`src/rtl/host_cmd_tx.sv`:
```
// rtl/host_cmd_tx.sv - command-to-UART-frame serializer driving RX_IN; optional inter-byte gap via HOST_CMD_TX_GAP_EN
module host_cmd_tx #(
  parameter int FRAME_WIDTH    = 8,
  parameter int PRESCALE_WIDTH = 6
) (
  input  logic                      CLK,
  input  logic                      RST,
  input  logic                      CMD_VALID,
  output logic                      CMD_READY,
  input  logic [1:0]                CMD_TYPE,
  input  logic [FRAME_WIDTH-1:0]    CMD_ADDR,
  input  logic [FRAME_WIDTH-1:0]    CMD_DATA_A,
  input  logic [FRAME_WIDTH-1:0]    CMD_DATA_B,
  input  logic [FRAME_WIDTH-1:0]    CMD_FUNC,
  input  logic                      PAR_EN,
  input  logic                      PAR_TYP,
  input  logic [PRESCALE_WIDTH-1:0] PRESCALE,
  output logic                      TX_SER,
  output logic                      BUSY,
  output logic                      FRAME_DONE,
  output logic                      CMD_DONE
);

  localparam int BIT_W = (FRAME_WIDTH > 1) ? $clog2(FRAME_WIDTH) : 1;

  localparam logic [FRAME_WIDTH-1:0] HDR_WR  = FRAME_WIDTH'(8'hAA);
  localparam logic [FRAME_WIDTH-1:0] HDR_RD  = FRAME_WIDTH'(8'hBB);
  localparam logic [FRAME_WIDTH-1:0] HDR_ALU = FRAME_WIDTH'(8'hCC);
  localparam logic [FRAME_WIDTH-1:0] HDR_FN  = FRAME_WIDTH'(8'hDD);

  typedef enum logic [2:0] {
    S_IDLE   = 3'd0,
    S_START  = 3'd1,
    S_DATA   = 3'd2,
    S_PARITY = 3'd3,
    S_STOP   = 3'd4
`ifdef HOST_CMD_TX_GAP_EN
    ,
    S_GAP    = 3'd5
`endif
  } state_t;

  state_t                    state_q, state_n;
  logic [PRESCALE_WIDTH-1:0] cnt_q;
  logic [BIT_W-1:0]          bit_q, bit_n;
  logic [1:0]                byte_q, byte_n;

  // Command context captured at accept; the live inputs are ignored afterwards
  logic [1:0]                type_q;
  logic [FRAME_WIDTH-1:0]    addr_q, data_a_q, data_b_q, func_q;
  logic                      par_en_q, par_typ_q;
  logic [PRESCALE_WIDTH-1:0] p_q;

  logic                      accept;
  logic                      bit_end;
  logic                      last_byte;
  logic [1:0]                last_idx;
  logic [FRAME_WIDTH-1:0]    cur_byte;

  logic tx_d, busy_d, ready_d, frame_done_d, cmd_done_d;

  assign accept  = CMD_VALID && CMD_READY;
  assign bit_end = (cnt_q == p_q - PRESCALE_WIDTH'(1));

  // Index of the final byte for the latched command type
  always_comb begin
    last_idx = 2'd1;
    case (type_q)
      2'd0:    last_idx = 2'd2;
      2'd1:    last_idx = 2'd1;
      2'd2:    last_idx = 2'd3;
      default: last_idx = 2'd1;
    endcase
  end

  assign last_byte = (byte_q == last_idx);

  // Byte selected by the upcoming byte index, so the registered TX bit lines up with the state it enters
  always_comb begin
    cur_byte = HDR_FN;
    case (type_q)
      2'd0: begin
        case (byte_n)
          2'd0:    cur_byte = HDR_WR;
          2'd1:    cur_byte = addr_q;
          default: cur_byte = data_a_q;
        endcase
      end
      2'd1: begin
        cur_byte = (byte_n == 2'd0) ? HDR_RD : addr_q;
      end
      2'd2: begin
        case (byte_n)
          2'd0:    cur_byte = HDR_ALU;
          2'd1:    cur_byte = data_a_q;
          2'd2:    cur_byte = data_b_q;
          default: cur_byte = func_q;
        endcase
      end
      default: begin
        cur_byte = (byte_n == 2'd0) ? HDR_FN : func_q;
      end
    endcase
  end

  // FSM state register with bit-period counter and bit/byte indices
  always_ff @(posedge CLK or negedge RST) begin
    if (!RST) begin
      state_q <= S_IDLE;
      cnt_q   <= '0;
      bit_q   <= '0;
      byte_q  <= '0;
    end else begin
      state_q <= state_n;
      bit_q   <= bit_n;
      byte_q  <= byte_n;
      if (state_q == S_IDLE || bit_end) cnt_q <= '0;
      else                              cnt_q <= cnt_q + PRESCALE_WIDTH'(1);
    end
  end

  // Next-state logic: each non-idle state lasts exactly one latched bit period
  always_comb begin
    state_n = state_q;
    bit_n   = bit_q;
    byte_n  = byte_q;
    case (state_q)
      S_IDLE: begin
        if (accept) begin
          state_n = S_START;
          bit_n   = '0;
          byte_n  = 2'd0;
        end
      end
      S_START: begin
        if (bit_end) begin
          state_n = S_DATA;
          bit_n   = '0;
        end
      end
      S_DATA: begin
        if (bit_end) begin
          if (bit_q == BIT_W'(FRAME_WIDTH - 1)) state_n = par_en_q ? S_PARITY : S_STOP;
          else                                  bit_n   = bit_q + BIT_W'(1);
        end
      end
      S_PARITY: begin
        if (bit_end) state_n = S_STOP;
      end
      S_STOP: begin
        if (bit_end) begin
          if (last_byte) begin
            state_n = S_IDLE;
          end else begin
            byte_n  = byte_q + 2'd1;
`ifdef HOST_CMD_TX_GAP_EN
            state_n = S_GAP;
`else
            state_n = S_START;
`endif
          end
        end
      end
`ifdef HOST_CMD_TX_GAP_EN
      S_GAP: begin
        if (bit_end) state_n = S_START;
      end
`endif
      default: state_n = S_IDLE;
    endcase
  end

  // Output decode from the next state, registered below so every output comes straight off a flop
  always_comb begin
    tx_d = 1'b1;
    case (state_n)
      S_START:  tx_d = 1'b0;
      S_DATA:   tx_d = cur_byte[bit_n];
      S_PARITY: tx_d = (^cur_byte) ^ par_typ_q;
      default:  tx_d = 1'b1;
    endcase
    busy_d       = (state_n != S_IDLE);
    ready_d      = (state_n == S_IDLE);
    frame_done_d = (state_q == S_STOP) && bit_end;
    cmd_done_d   = (state_q == S_STOP) && bit_end && last_byte;
  end

  // Output registers; reset drives the line idle-high without waiting for a clock
  always_ff @(posedge CLK or negedge RST) begin
    if (!RST) begin
      TX_SER     <= 1'b1;
      CMD_READY  <= 1'b1;
      BUSY       <= 1'b0;
      FRAME_DONE <= 1'b0;
      CMD_DONE   <= 1'b0;
    end else begin
      TX_SER     <= tx_d;
      CMD_READY  <= ready_d;
      BUSY       <= busy_d;
      FRAME_DONE <= frame_done_d;
      CMD_DONE   <= cmd_done_d;
    end
  end

  // Capture command fields and line settings on accept; a zero prescale is promoted to one
  always_ff @(posedge CLK or negedge RST) begin
    if (!RST) begin
      type_q    <= '0;
      addr_q    <= '0;
      data_a_q  <= '0;
      data_b_q  <= '0;
      func_q    <= '0;
      par_en_q  <= 1'b0;
      par_typ_q <= 1'b0;
      p_q       <= PRESCALE_WIDTH'(1);
    end else if (accept) begin
      type_q    <= CMD_TYPE;
      addr_q    <= CMD_ADDR;
      data_a_q  <= CMD_DATA_A;
      data_b_q  <= CMD_DATA_B;
      func_q    <= CMD_FUNC;
      par_en_q  <= PAR_EN;
      par_typ_q <= PAR_TYP;
      p_q       <= (PRESCALE == '0) ? PRESCALE_WIDTH'(1) : PRESCALE;
    end
  end

endmodule

```
`config.mk`:
```
export PLATFORM = sky130hd
export DESIGN_NAME = host_cmd_tx
export DESIGN_NICKNAME = d
export VERILOG_FILES = /design/src/rtl/host_cmd_tx.sv
export SDC_FILE = /design/constraint.sdc
export NUM_CORES = 1
export LEC_CHECK = 0
export CAP_MARGIN = 10
export CORE_MARGIN = 5
export CORE_UTILIZATION = 35
export DETAILED_ROUTE_END_ITERATION = 10
export PLACE_DENSITY_LB_ADDON = 0.3
export SLEW_MARGIN = 10
export SYNTH_ARGS = -nofsm -noshare
export SYNTH_HDL_FRONTEND = slang
export SYNTH_SLANG_ARGS = --single-unit
```
`constraint.sdc`:
```
create_clock -name CLK -period 5.21 [get_ports CLK]
set_input_delay 1.042 -clock CLK [delete_from_list [all_inputs] [get_ports CLK]]
set_output_delay 1.042 -clock CLK [all_outputs]
set_load 0.02 [all_outputs]
```
Word-level counts from Yosys, hierarchy flattened --
Cells that the tools add are included.
Storage, ports and cells: bits in registers 61, bits of input ports 45, output and inout port bits 5, logic and storage cells 77
Operators by class: add/sub/neg operators 4, $lt $le $gt $ge 1, equality and inequality tests 14, mux-type cells 29, bitwise logic cells 1, reductions and logical operators 11
Operators by type and width (number):
- $pmux W8 S3 | 2
- $mux W3 | 11
- $mux W8 | 2
- $pmux W8 S2 | 1
- $pmux W3 S5 | 1
- $eq A3 B2 Y1 const B | 4
- $mux W6 | 2
- $pmux W3 S3 | 1
- $pmux W2 S2 | 2
- $reduce_xor A8 Y1 | 1
- $add A6 B1 Y6 const B | 1
- $eq A3 B1 Y1 const B | 2
- $eq A3 B3 Y1 const B | 2
- $eq A6 B6 Y1 | 1
- $logic_not A3 Y1 | 2
- $logic_not A6 Y1 | 1
- $mux W2 | 3
- $sub A6 B1 Y6 const B | 1
- $eq A2 B1 Y1 const B | 2
- $eq A2 B2 Y1 const B | 2
- $logic_not A2 Y1 | 2
- $lt A3 B4 Y1 const B | 1
- $add A3 B1 Y3 const B | 1
- $bmux W1 S3 | 1
- 8 further kinds | 11

Longest topological paths before layout --
depth after elaboration 12, mapped depth 15, mapped depth without buffers 14

Worst setup path before layout --
No wires, ideal clock.
path kind register to register, start point register p_q[0], end point register TX_SER, library setup time 80 ps, data arrival time 3553 ps, data required time 5130 ps, slack 1577 ps, cell stages (with the launch flop) 16, buffers on the path 1, clock period less this slack 3633 ps, cell sequence dfstp_2 inv_1 ha_1 xnor2_1 nor3_1 and4_1 buf_6 a21oi_4 nor2_2 inv_2 nand3_1 o311ai_2 a211oi_2 xnor3_1 xnor3_1 a32o_1
On the way: longest elaborated chain between the ends 10, elaborated cells on any way between the ends 28, classes of those cells add/sub (1); eq/ne (6); mux (18); bitwise (1); reduce/logical (2)
Ends and longest elaborated chain:
- start, declared | RTL line 52 | logic [PRESCALE_WIDTH-1:0] p_q;
- start signal, assigned | RTL line 224 | p_q <= (PRESCALE == '0) ? PRESCALE_WIDTH'(1) : PRESCALE;
- $sub A6 B1 Y6 * | RTL line 63 | assign bit_end = (cnt_q == p_q - PRESCALE_WIDTH'(1));
- $eq A6 B6 Y1 * | RTL line 63
- $mux W2 * | RTL line 151 | if (bit_end) begin
- $pmux W2 S2 * | RTL line 127 | case (state_q)
- named net byte_n[1] | RTL line 46 | logic [1:0] byte_q, byte_n;
- $eq A2 B2 Y1, or another cell as far along | RTL line 93 | case (byte_n)
- $pmux W8 S3, or another cell as far along | RTL line 93
- $pmux W8 S3 * | RTL line 81 | case (type_q)
- $bmux W1 S3 or $reduce_xor A8 Y1 (tied branches) | RTL line 178, 179
- $mux W1 (implied by the code) or $xor A1 B1 Y1 (tied branches) | RTL line 178, 179
- $pmux W1 S3 * | RTL line 176 | case (state_n)
- named net tx_d | RTL line 60 | logic tx_d, busy_d, ready_d, frame_done_d, cmd_done_d;
- end signal, assigned | RTL line 197 | TX_SER <= tx_d;
- end, declared | RTL line 18 | output logic TX_SER,
Mark *: on every way through the listed nets, which the timed path passes. The rest lies on a longest branch. The select of a mux whose other input is x is not followed. A chain may end at the register's enable or synchronous reset.

Worst setup path in the final report --
Ends and elaborated chain as after synthesis.

==> run_results.csv <==
group,metric,value,unit
synth,avgSynthCellArea,10.7,um2
synth,netlist_area,3630,um2
routing,vias,2820,
cts,cts_made_buffers,9,
synth,yosys_warnings,0,
die,io_pins,50,
critical_path,startpoint,"p_q[0]$_DFFE_PN1P_",
cts,clkTransAtPathRegs,0.06,ns
critical_path,crit_end,"TX_SER$_DFF_PN1_",
cts,htreeDepth,3,
sta,hold_viol_final,0,
cts,root_buffer,"clkbuf_8",
sta,relSlewSlack,48.2,%
sta,max_clock_freq,0.239,GHz
critical_path,start_kind,"flip-flop",
cts,clk_path_buf_depth,2,
critical_path,path_max_fanout,9,
power,powerDensity,599,nW/um2
critical_path,reg2reg_setup_slack,1.03,ns
die,die-area,12500,um2
global_routing,antenna_found_initial,0,
critical_path,cp.required,5.48,ns
cts,clock-sinks,61,
cells_and_area,drive_gt1_share,22.6,%
synth,synth_nets,388,
critical_path,end_kind,"flip-flop",
sta,grt_setup_unrepaired,"false",
synth,ys_seq_elements,61,
die,core-area,10200,um2
routing,drc,0,
synth,ys_seq_area_share,42.2,%
routing,via_per_inst,5.32,
critical_path,r2r_cells,14,
routing,wl_per_cell,16.1,um
die,row_count,37,
critical_path,cp_data_arrival_time,4.45,ns
run_status,status,"finished, final reports clean",
routing,drt_iter0_markers,212,
global_routing,grt_max_degree,62,
cells_and_area,fin_nets,437,
cells_and_area,area_delta_synth_final,22.7,%
sta,worst_pin_slew,0.778,ns
synth,synthCells,340,
synth,synth_ff_type,"dfrtp_1",
cells_and_area,fill_cells,985,
die,die_h,112,um
cts,postCtsSetupRepairBufs,0,
routing,dr.pass1.iters,4,
die,initial_utilization,35.5,%
placed_design,place_hpwl,6.36,mm
power,p_total,2670,uW
sta,totalNegativeSetupSlack,0,ns
job,maxCapViolations,0,
power,leakage,0.00178,uW
critical_path,reg2reg_from,"p_q[0]$_DFFE_PN1P_",
cts,worstSkewPairLatency,0.34,ns
die,die_w,112,um
synth,synthArstFlopShare,100,%
global_routing,grt_pass1_vias,2949,
routing,antenna_left,0,
placed_design,numPortBuffers,49,
routing,finalWirelength,8.55,mm
power,ir_worst_vdd,0.250,mV
critical_path,crit_type,"reg2reg",
min_path,hp-class,"reg2reg",
sta,final.min_clock_period,4.18,ns
synth,synth.distinct_cells,73,
sta,finClkSkew,0.00417,ns
synth,synth_edf_count,0,
sta,setup_viol,0,
placed_design,place_area,4240,um2
sta,final_max_slew_viol_count,0,
critical_path,r2r_end,"TX_SER$_DFF_PN1_",
global_routing,grt-ovfl-total,0,
placed_design,place.gp.congestion,0.911,
global_routing,grt.total_usage,14.5,%
cts,cts.repair.resized,0,
global_routing,grt_pass1_wl,14.7,mm
cts,ctsHoldBuffers,0,
sta,post-route-period-util,80.2,%
cells_and_area,n_antenna_cell,0,
cts,cts_tree,"done",
cells_and_area,fin_area,4450,um2
==> area by class of cell <==
class	instances	area (um2)	share of cell area, %
tap	136	170	3.82
multi-input combinational	250	1980	44.5
timing repair buffer	52	508	11.4
clock buffer	11	131	2.95
sequential	61	1530	34.4
clock inverter	5	75.1	1.69
inverter	15	56.3	1.27
==> critical path: stages, from the launching register on <==
cell and delay, ns:
dfstp_2 0.56, inv_1 0.07, ha_1 0.30, xnor2_1 0.14, nor3_1 0.29, and4_1 0.47
a21oi_4 0.15, nor2_2 0.39, inv_2 0.15, nand3_1 0.16, o311ai_2 0.13, a211oi_2 0.28
xnor3_1 0.45, xnor3_1 0.35, a32o_1 0.21
==> layout by cell type (no fill, tap or decap), drive strengths merged, types with 3 or more instances in the layout <==
cell type / count
or3: 7
a211oi: 4
dfstp: 3
mux2i: 8
o211ai: 6
nor2b: 3
nor2: 24
a31oi: 6
ha: 3
xor2: 4
clkinv: 3
and2: 3
nand2: 21
clkdlybuf4s50: 48
a21oi: 12
inv: 15
nand4: 4
o22a: 4
buf: 4
xnor3: 3
dfrtp: 58
clkbuf: 11
xnor2: 9
a21o: 4
nor3: 13
mux2: 44
nand3: 11
o21ai: 17
==> kinds of logic (layout without fill, tap and decap cells) <==
group | Yosys count | after routing | synth area share [%]
xor gates and xnor gates | 16 | 16 | 5.00
buffers and inverters | 29 | 83 | 3.31
muxes | 53 | 53 | 16.6
and+or+nand+nor | 100 | 100 | 14.7
adders and majority gates | 3 | 3 | 1.03
AOI/OAI and AO/OA | 78 | 78 | 17.2
DFF | 61 | 61 | 42.2
==> state kept, by name, indices dropped and copies added, names as in the netlist <==
| name | flops |
|---|---|
| par_typ_q | 1 |
| CMD_DONE | 1 |
| type_q | 2 |
| addr_q | 8 |
| data_a_q | 8 |
| par_en_q | 1 |
| p_q | 6 |
| state_q | 3 |
| TX_SER | 1 |
| BUSY | 1 |
| data_b_q | 8 |
| cnt_q | 6 |
| CMD_READY | 1 |
| byte_q | 2 |
| bit_q | 3 |
| FRAME_DONE | 1 |
| func_q | 8 |
==> metrics by stage <==
stage | setup WS, ns | util [%] | std cells | hold slack [ns]
floorplan | 1.58 | - | 340 | 0.473
global placement | 0.981 | 41.5 | 514 | 0.492
detailed placement | 0.888 | 41.5 | 514 | 0.496
CTS | 1.03 | 43.5 | 530 | 0.511
global route | 0.789 | 43.5 | 530 | 0.525
finish | 1.03 | 43.5 | 530 | 0.508
==> metal layers <==
layer | vias to the layer above | GRT usage [%] | part of all wire, %
met5 | - | 0 | 0
met4 | 0 | 6.41 | 2.3
met3 | 15 | 3.10 | 4.7
met2 | 88 | 21.5 | 44
met1 | 1356 | 20.5 | 49
li1 | 1361 | - | -
==> worst min path at each step <==
| stage | to | startpoint | slack [ns] | depth (start not counted) |
|---|---|---|---|---|
| after floorplan | cnt_q[0]$_DFF_PN0_ | cnt_q[0]$_DFF_PN0_ | 0.47 | 1 |
| after global placement | data_b_q[5]$_DFFE_PN0P_ | data_b_q[5]$_DFFE_PN0P_ | 0.49 | 1 |
| after detailed placement | data_b_q[1]$_DFFE_PN0P_ | data_b_q[1]$_DFFE_PN0P_ | 0.50 | 1 |
| after CTS | data_b_q[1]$_DFFE_PN0P_ | data_b_q[1]$_DFFE_PN0P_ | 0.51 | 1 |
| after global routing | data_b_q[1]$_DFFE_PN0P_ | data_b_q[1]$_DFFE_PN0P_ | 0.53 | 1 |
| final | data_b_q[1]$_DFFE_PN0P_ | data_b_q[1]$_DFFE_PN0P_ | 0.51 | 1 |
==> synth_stat cells, types with 5 or more instances <==
cell | instances | area, um2
or3_1 | 6 | 37.5
clkbuf_1 | 9 | 33.8
nor3_1 | 12 | 60.1
nand2_1 | 20 | 75.1
dfrtp_1 | 58 | 1450
inv_1 | 14 | 52.6
mux2_2 | 44 | 495
o21ai_0 | 11 | 55.1
nand3_1 | 10 | 50.1
xnor2_1 | 9 | 78.8
o211ai_1 | 6 | 45.0
a21oi_1 | 11 | 55.1
mux2i_1 | 8 | 80.1
nor2_1 | 23 | 86.3
a31oi_1 | 5 | 31.3
==> power by group <==
group	switching, uW	total [uW]	internal (uW)
sequential	231	923	692
combinational	598	1300	700
clock	178	445	267
Power figures use the tool's default switching activity.
